$ cat src/rtl/sgd_bias_update.sv
// sgd_bias_update: one plain SGD step o[i] = p[i] - lr*g[i] over Q16.16 memory regions.
// Define SGD_SATURATE_EN to clamp out-of-range results and raise the sticky sat flag.
`timescale 1ns/1ps
module sgd_bias_update (
    input  logic        clk,
    input  logic        rst_l,
    input  logic [31:0] lr,
    input  logic        go,
    output logic        done,
    output logic        sat,
    // Bias parameter handle (read)
    output logic        p_r_en_o,
    output logic        p_w_en_o,
    output logic        p_avail_o,
    output logic [31:0] p_ptr_o,
    output logic [31:0] p_data_store_o,
    output logic        p_write_through_o,
    input  logic        p_done_i,
    input  logic [31:0] p_data_load_i,
    input  logic [31:0] p_region_begin_i,
    input  logic [31:0] p_region_end_i,
    // Gradient handle (read); its region length sets the element count
    output logic        g_r_en_o,
    output logic        g_w_en_o,
    output logic        g_avail_o,
    output logic [31:0] g_ptr_o,
    output logic [31:0] g_data_store_o,
    output logic        g_write_through_o,
    input  logic        g_done_i,
    input  logic [31:0] g_data_load_i,
    input  logic [31:0] g_region_begin_i,
    input  logic [31:0] g_region_end_i,
    // Updated bias handle (write); may alias the p region
    output logic        o_r_en_o,
    output logic        o_w_en_o,
    output logic        o_avail_o,
    output logic [31:0] o_ptr_o,
    output logic [31:0] o_data_store_o,
    output logic        o_write_through_o,
    input  logic        o_done_i,
    input  logic [31:0] o_data_load_i,
    input  logic [31:0] o_region_begin_i,
    input  logic [31:0] o_region_end_i,
    output logic [2:0]  dbg_state_o
);

    typedef enum logic [2:0] {
        S_WAIT    = 3'd0,
        S_LOAD_P  = 3'd1,
        S_LOAD_G  = 3'd2,
        S_COMPUTE = 3'd3,
        S_WRITE   = 3'd4,
        S_DONE    = 3'd5
    } state_t;

    state_t      state_q, state_d;
    logic [31:0] lr_q, lr_d;
    logic [31:0] pv_q, pv_d;
    logic [31:0] gv_q, gv_d;
    logic [31:0] res_q, res_d;
    logic [31:0] p_ptr_q, p_ptr_d;
    logic [31:0] g_ptr_q, g_ptr_d;
    logic [31:0] o_ptr_q, o_ptr_d;
    logic [31:0] n_q, n_d;
    logic [31:0] idx_q, idx_d;
    logic        sat_q, sat_d;

    logic [31:0] n_in;
    logic        last_elem;
    logic [63:0] lr_wide;
    logic [63:0] gv_wide;
    logic [63:0] prod;
    logic [31:0] step;
    logic [32:0] res_wide;
    logic        unused_ok;

    always_ff @(posedge clk or negedge rst_l) begin
        if (!rst_l) begin
            state_q <= S_WAIT;
            lr_q    <= '0;
            pv_q    <= '0;
            gv_q    <= '0;
            res_q   <= '0;
            p_ptr_q <= '0;
            g_ptr_q <= '0;
            o_ptr_q <= '0;
            n_q     <= '0;
            idx_q   <= '0;
            sat_q   <= 1'b0;
        end else begin
            state_q <= state_d;
            lr_q    <= lr_d;
            pv_q    <= pv_d;
            gv_q    <= gv_d;
            res_q   <= res_d;
            p_ptr_q <= p_ptr_d;
            g_ptr_q <= g_ptr_d;
            o_ptr_q <= o_ptr_d;
            n_q     <= n_d;
            idx_q   <= idx_d;
            sat_q   <= sat_d;
        end
    end

    assign n_in      = g_region_end_i - g_region_begin_i;
    assign last_elem = (idx_q == n_q - 32'd1);

    // Signed 32x32 product via sign-extended 64-bit operands; step keeps bits [47:16] (plain truncation).
    assign lr_wide  = {{32{lr_q[31]}}, lr_q};
    assign gv_wide  = {{32{gv_q[31]}}, gv_q};
    assign prod     = lr_wide * gv_wide;
    assign step     = prod[47:16];
    assign res_wide = {pv_q[31], pv_q} - {step[31], step};

    always_comb begin
        state_d           = state_q;
        lr_d              = lr_q;
        pv_d              = pv_q;
        gv_d              = gv_q;
        res_d             = res_q;
        p_ptr_d           = p_ptr_q;
        g_ptr_d           = g_ptr_q;
        o_ptr_d           = o_ptr_q;
        n_d               = n_q;
        idx_d             = idx_q;
        sat_d             = sat_q;
        p_r_en_o          = 1'b0;
        p_avail_o         = 1'b0;
        g_r_en_o          = 1'b0;
        g_avail_o         = 1'b0;
        o_w_en_o          = 1'b0;
        o_avail_o         = 1'b0;
        o_data_store_o    = '0;
        o_write_through_o = 1'b0;
        done              = 1'b0;

        case (state_q)
            S_WAIT: begin
                if (go) begin
                    if (n_in != 32'd0) begin
                        state_d = S_LOAD_P;
                        p_ptr_d = p_region_begin_i;
                        g_ptr_d = g_region_begin_i;
                        o_ptr_d = o_region_begin_i;
                        lr_d    = lr;
                        sat_d   = 1'b0;
                        n_d     = n_in;
                        idx_d   = '0;
                    end else begin
                        state_d = S_DONE;
                    end
                end
            end
            S_LOAD_P: begin
                p_r_en_o  = 1'b1;
                p_avail_o = 1'b1;
                if (p_done_i) begin
                    pv_d    = p_data_load_i;
                    p_ptr_d = p_ptr_q + 32'd1;
                    state_d = S_LOAD_G;
                end
            end
            S_LOAD_G: begin
                g_r_en_o  = 1'b1;
                g_avail_o = 1'b1;
                if (g_done_i) begin
                    gv_d    = g_data_load_i;
                    g_ptr_d = g_ptr_q + 32'd1;
                    state_d = S_COMPUTE;
                end
            end
            S_COMPUTE: begin
`ifdef SGD_SATURATE_EN
                // Bits 32 and 31 disagree exactly when the 33-bit result leaves the 32-bit range.
                if (res_wide[32] != res_wide[31]) begin
                    res_d = res_wide[32] ? 32'h8000_0000 : 32'h7FFF_FFFF;
                    sat_d = 1'b1;
                end else begin
                    res_d = res_wide[31:0];
                end
`else
                res_d = res_wide[31:0];
`endif
                state_d = S_WRITE;
            end
            S_WRITE: begin
                o_w_en_o          = 1'b1;
                o_avail_o         = 1'b1;
                o_data_store_o    = res_q;
                o_write_through_o = last_elem;
                if (o_done_i) begin
                    o_ptr_d = o_ptr_q + 32'd1;
                    idx_d   = idx_q + 32'd1;
                    state_d = last_elem ? S_DONE : S_LOAD_P;
                end
            end
            S_DONE: begin
                done = 1'b1;
                if (!go) begin
                    state_d = S_WAIT;
                end
            end
            default: begin
                state_d = S_WAIT;
            end
        endcase
    end

    assign p_ptr_o           = p_ptr_q;
    assign g_ptr_o           = g_ptr_q;
    assign o_ptr_o           = o_ptr_q;
    assign p_w_en_o          = 1'b0;
    assign p_data_store_o    = '0;
    assign p_write_through_o = 1'b0;
    assign g_w_en_o          = 1'b0;
    assign g_data_store_o    = '0;
    assign g_write_through_o = 1'b0;
    assign o_r_en_o          = 1'b0;
    assign sat               = sat_q;
    assign dbg_state_o       = state_q;

    // Handle fields this block never needs, plus product bits dropped by the fixed-point shift.
    assign unused_ok = ^{p_region_end_i, o_region_end_i, o_data_load_i,
                         prod[63:48], prod[15:0], res_wide[32]};

endmodule
$ cat config.mk
export PLATFORM = sky130hd
export DESIGN_NAME = sgd_bias_update
export DESIGN_NICKNAME = d
export VERILOG_FILES = /design/src/rtl/sgd_bias_update.sv
export SDC_FILE = /design/constraint.sdc
export NUM_CORES = 2
export LEC_CHECK = 0
export ABC_AREA = 0
export BUFFER_PORTS_ARGS = -buffer_cell sky130_fd_sc_hd__buf_2
export CAP_MARGIN = 20
export CELL_PAD_IN_SITES_DETAIL_PLACEMENT = 0
export CELL_PAD_IN_SITES_GLOBAL_PLACEMENT = 2
export CORE_UTILIZATION = 30
export CTS_BUF_LIST = sky130_fd_sc_hd__clkbuf_2
export CTS_CLUSTER_SIZE = 30
export DETAILED_ROUTE_END_ITERATION = 16
export PLACE_DENSITY_LB_ADDON = 0.1
export SKIP_CTS_REPAIR_TIMING = 1
export SLEW_MARGIN = 20
export SYNTH_ARGS = -nofsm -noshare
export SYNTH_HDL_FRONTEND = slang
export SYNTH_SLANG_ARGS = --single-unit
$ cat constraint.sdc
create_clock -name clk -period 9.6 [get_ports clk]
set_input_delay 1.92 -clock clk [delete_from_list [all_inputs] [get_ports clk]]
set_output_delay 1.92 -clock clk [all_outputs]
set_load 0.02 [all_outputs]
Yosys cells after proc, flatten, opt, wreduce, memory -nomap -nowiden
Index checks and enable logic that the tools add are counted.

Add/subtract/negate cells: 7. $mul: 1. Div/mod/pow operators: 0. $lt $le $gt $ge: 0. Equality and inequality tests: 12. Shift-type cells: 0. Muxes and demuxes: 30. Bitwise logic cells: 0. Reductions and logical operators: 12.

Operator list (number): 32-bit 2-to-1 mux (13); 32-bit one-hot mux with 2 select lines (4); 32-bit by 1-bit adder with 32-bit output (second input constant) (4); 32-bit subtractor (2); 32-bit by 32-bit multiplier with 48-bit output (1); 32-bit == test (1); 32-bit nonzero test (1); 32-bit by 1-bit subtractor with 32-bit output (second input constant) (1); 3-bit 2-to-1 mux (7); 3-bit one-hot mux with 6 select lines (1); 2-bit inequality test (second input constant) (6); 4-bit AND reduction (3); 3-bit by 2-bit == test with 1-bit output (second input constant) (2); 3-bit == test (second input constant) (2); 2-bit nonzero test (3); 1-bit 2-to-1 mux (5); 5-bit AND reduction (1); 2-bit AND reduction (2); 3-bit by 1-bit == test with 1-bit output (second input constant) (1); 3-bit logical NOT (1); 3-bit AND reduction (1).

Register bits after elaboration: 291. Bits in latches: 0. RAM bits: 0. Memory bits (read-only): 0. Bits of input ports: 326. Logic and storage cells: 72. Memories kept: 0.

Depth between registers and ports, before layout
Depth after elaboration: 5. Mapped depth: 42. Gate-level depth less buffers: 41.

Worst setup path after synthesis
OpenSTA, ideal clock, no wires.

Path type: register -> register. Start: register gv_q[2]. End: register res_q[30]. Setup time: 0.133 ns. Arrival: 9.023 ns. Data required time: 9.467 ns. Slack: 0.444 ns. Stages on the path, launching flop included: 41. Path buffers: 1. Cells stage by stage: dfrtp_1 -> clkbuf_1 -> nand2_1 -> fa_1 -> fa_1 -> inv_1 -> fa_1 -> inv_1 -> fa_1 -> inv_1 -> ha_1 -> ha_1 -> fa_1 -> inv_1 -> fa_1 -> inv_1 -> ha_1 -> nand3_1 -> [... 5 more ...] -> o21ai_0 -> nand2b_1 -> and2_1 -> nor3_1 -> or2_2 -> ha_1 -> a21o_1 -> a211o_1 -> o32a_1 -> o41a_1 -> a221oi_1 -> o311ai_0 -> and3_1 -> nor3_1 -> o21bai_1 -> a31oi_1 -> xor2_1 -> o21ai_0.

Cells in the longest elaborated chain, start to end: 2.

Ends and longest elaborated chain: from (decl) (RTL line 59) `logic [31:0] gv_q, gv_d;`; from (signal assigned) (RTL line 94) `gv_q <= gv_d;`; 32-bit by 32-bit multiplier with 48-bit output (RTL line 111) `assign prod = lr_wide * gv_wide;`; 32-bit subtractor (RTL line 113) `assign res_wide = {pv_q[31], pv_q} - {step[31], step};`; to (signal assigned) (RTL line 95) `res_q <= res_d;`; to (decl) (RTL line 60) `logic [31:0] res_q, res_d;`.

Every way passes these cells. A chain may end at the register's enable or synchronous reset.

Worst setup path in the final report
Start: register gv_q[5]. End: register res_q[28].

Same word-level chain as after synthesis.

==> flow_summary.ini <==
[clock_network]
clk_pin_slew_ns = 0.08
htree_levels = 3
numCtsBuffers = 96
cts_tree = yes
cts.sinks = 291
clock_latency_ns = 1.43
cts.path.max_buffers = 3
clockRootBuffer = clkbuf_2

[final_layout]
drive_above_1_share = 0.172
nets = 7360
syn_to_final_growth_pct = 15.9

[placed_design]
hpwl_mm = 139
portBuffers = 368
place_congestion = 0.819

[critical_path]
cp_data_arrival_time_ns = 10.41
r2r-end = res_q[28]
crit_type = reg2reg
reg2regPathDepth = 37
cp_common_cell = fa_1
path_max_fanout = 8
timing.rr.start = gv_q[5]
slowest_delay_ns = 0.57
worst_path_max_delay_cell = fa_1
crit_path_start_kind = register
end_kind = register
worstPathRequired_ns = 10.72
ff2ff_setup_slack_ns = 0.31

[sta]
hold_viol = 0
layout_min_cycle_time_ns = 9.29
setup_viol = 0
skew_ns = 0.199
grt_setup_unrepaired = true
fmax_mhz = 108
max_slew_margin = 0.357
slew_viol_final = 0
post-route-period-util = 0.968
tightest_slew_ns = 0.964
whs_ns = 0.484

[detailed_routing]
drtPass1Iterations = 7
totalWireLength_mm = 169
drt-met1-wl_mm = 73.9
wl_met2_mm = 82.3
drt_iter0_markers = 1693
dr_wl_met3_mm = 7.64
drc = 0
wl_per_cell_um = 20.9
antenna_left = 0
viasPerCell = 4.70
num_vias = 38100
routed.top_layer = met5

[yosys]
yosysTopAreaCellShare = 0.353
ys_seq_area_frac = 0.153
synth-edff-count = 0
ys_top_cells_by_count = 959 x nand2_1, 893 x inv_1, 840 x fa_1
netlist_instances = 5447
ys_types = 85
syn_area_um2 = 47600
synth.top_cells.by_area = fa_1 35%, dfrtp_1 15%, nand2_1 7.6%
yosys.area.top_type = fa_1
yosysWarnings = 0
async_reset_ff_frac = 1.00
synthFlopType = dfrtp_1
synth-seq-cells = 291
yosys.cell_count.top_type = nand2_1
syn_avg_cell_area_um2 = 8.74

[floorplan]
die_y_um = 400
row_count = 145
initial_core_util = 0.303
ios = 535
fp.dieW_um = 400
core_area_um2 = 157000
dieArea_um2 = 160000

[global_routing]
grt_max_degree = 99
antenna_found_initial = 45
grt-ovfl-total = 0
grt_pass1_wl_mm = 259
grt_pass1_vias = 40300
grt_usage = 0.213

[hold_path]
min_from = res_q[28]
hold_depth = 2
min_to = res_q[28]
worst_hold_path_type = reg2reg

[job]
max_cap_violations = 0

[outcome]
status = finished clean
## worst max-delay path by stage
| stage | startpoint | end | slack, ns | depth (start not counted) |
|---|---|---|---|---|
| after floorplan | gv_q[2] | res_q[30] | 0.44 | 40 |
| after global routing | lr_q[7] | res_q[30] | -0.25 | 38 |
| after detailed placement | lr_q[6] | res_q[30] | -0.51 | 40 |
| after CTS | lr_q[6] | res_q[30] | -0.66 | 40 |
| after global placement | lr_q[7] | res_q[30] | -0.57 | 39 |
| final | gv_q[5] | res_q[28] | 0.31 | 37 |
## stage by stage
| stage | util | cells | instance area (um2) | setup slack, ns | setup TNS (ns) |
|---|---|---|---|---|---|
| final | 0.351 | 8100 | 55200 | 0.309 | 0 |
| after global routing | 0.351 | 8098 | 55200 | -0.252 | -0.738 |
| after CTS | 0.346 | 8072 | 54400 | -0.657 | -4.02 |
| after detailed placement | 0.341 | 7909 | 53500 | -0.515 | -2.55 |
| after global placement | 0.341 | 7909 | 53500 | -0.574 | -2.80 |
| after floorplan | - | 5516 | 47900 | 0.444 | 0 |
## kinds of logic after synthesis
family,count (synthesis),share of synthesized area
adder cells (fa/ha/maj),1070,0.414
XOR/XNOR,162,0.0298
other,1,0.0000788
flip-flops,291,0.153
buffers and inverters,1268,0.107
multiplexers,22,0.00470
AO/OA/AOI/OAI,655,0.0901
AND/OR/NAND/NOR,1978,0.201
## sequential cells by signal (all words and copies together), names as in the netlist, 32 cells and up
register	cells
p_ptr_o	32
lr_q	32
o_ptr_o	32
gv_q	32
idx_q	32
g_ptr_o	32
pv_q	32
res_q	32
n_q	32
## placed cells by master, fill, tap and decap left out, types with 12 or more instances in the layout
cell and n:
nand2_1 954, inv_1 887, fa_1 825, and2_1 512
buf_2 368, buf_4 315, dfrtp_1 281, ha_1 206
o21ai_0 149, a21oi_1 138, clkbuf_2 136, nor2_1 118
xnor2_1 107, and3_1 73, nand3_1 72, conb_1 70
nor3_1 58, xor2_1 52, nand2b_1 40, o22ai_1 39
a31oi_1 37, a22oi_1 33, buf_12 32, a21o_1 31
nand4_1 22, nor2b_1 19, o22a_1 19, mux2i_1 19
ha_4 19, o21a_1 18, clkinv_1 17, or2_2 17
a211oi_1 16, fa_2 15, or3_1 14, diode_2 13
a2bb2oi_1 13, nor4_1 12
## cell type report
| type | count | area [um2] |
|---|---|---|
| clock buffer | 136 | 681 |
| multi-input combinational | 3957 | 36100 |
| fill | 16500 | 102000 |
| timing repair buffer | 723 | 4940 |
| tap | 2058 | 2570 |
| sequential | 291 | 7290 |
| clock inverter | 27 | 146 |
| inverter | 895 | 3360 |
| antenna | 13 | 32.5 |
## metal layers
| layer | vias up | GRT usage |
|---|---|---|
| met5 | - | 0 |
| met4 | 60 | 0.0624 |
| met3 | 250 | 0.0430 |
| met2 | 663 | 0.356 |
| met1 | 19200 | 0.276 |
| li1 | 17900 | - |
## critical path, delay by kind of cell, from the launching register on
kind	cells	cell delay [ns]
buf+inv	7	0.83
compound gates	11	1.94
xor+xnor	2	0.30
flops	1	0.41
fa+ha+maj	10	4.41
simple gates	7	1.26
Power is not shown: default switching activity piles up to over one toggle a cycle in this logic, so the estimate is an artifact.
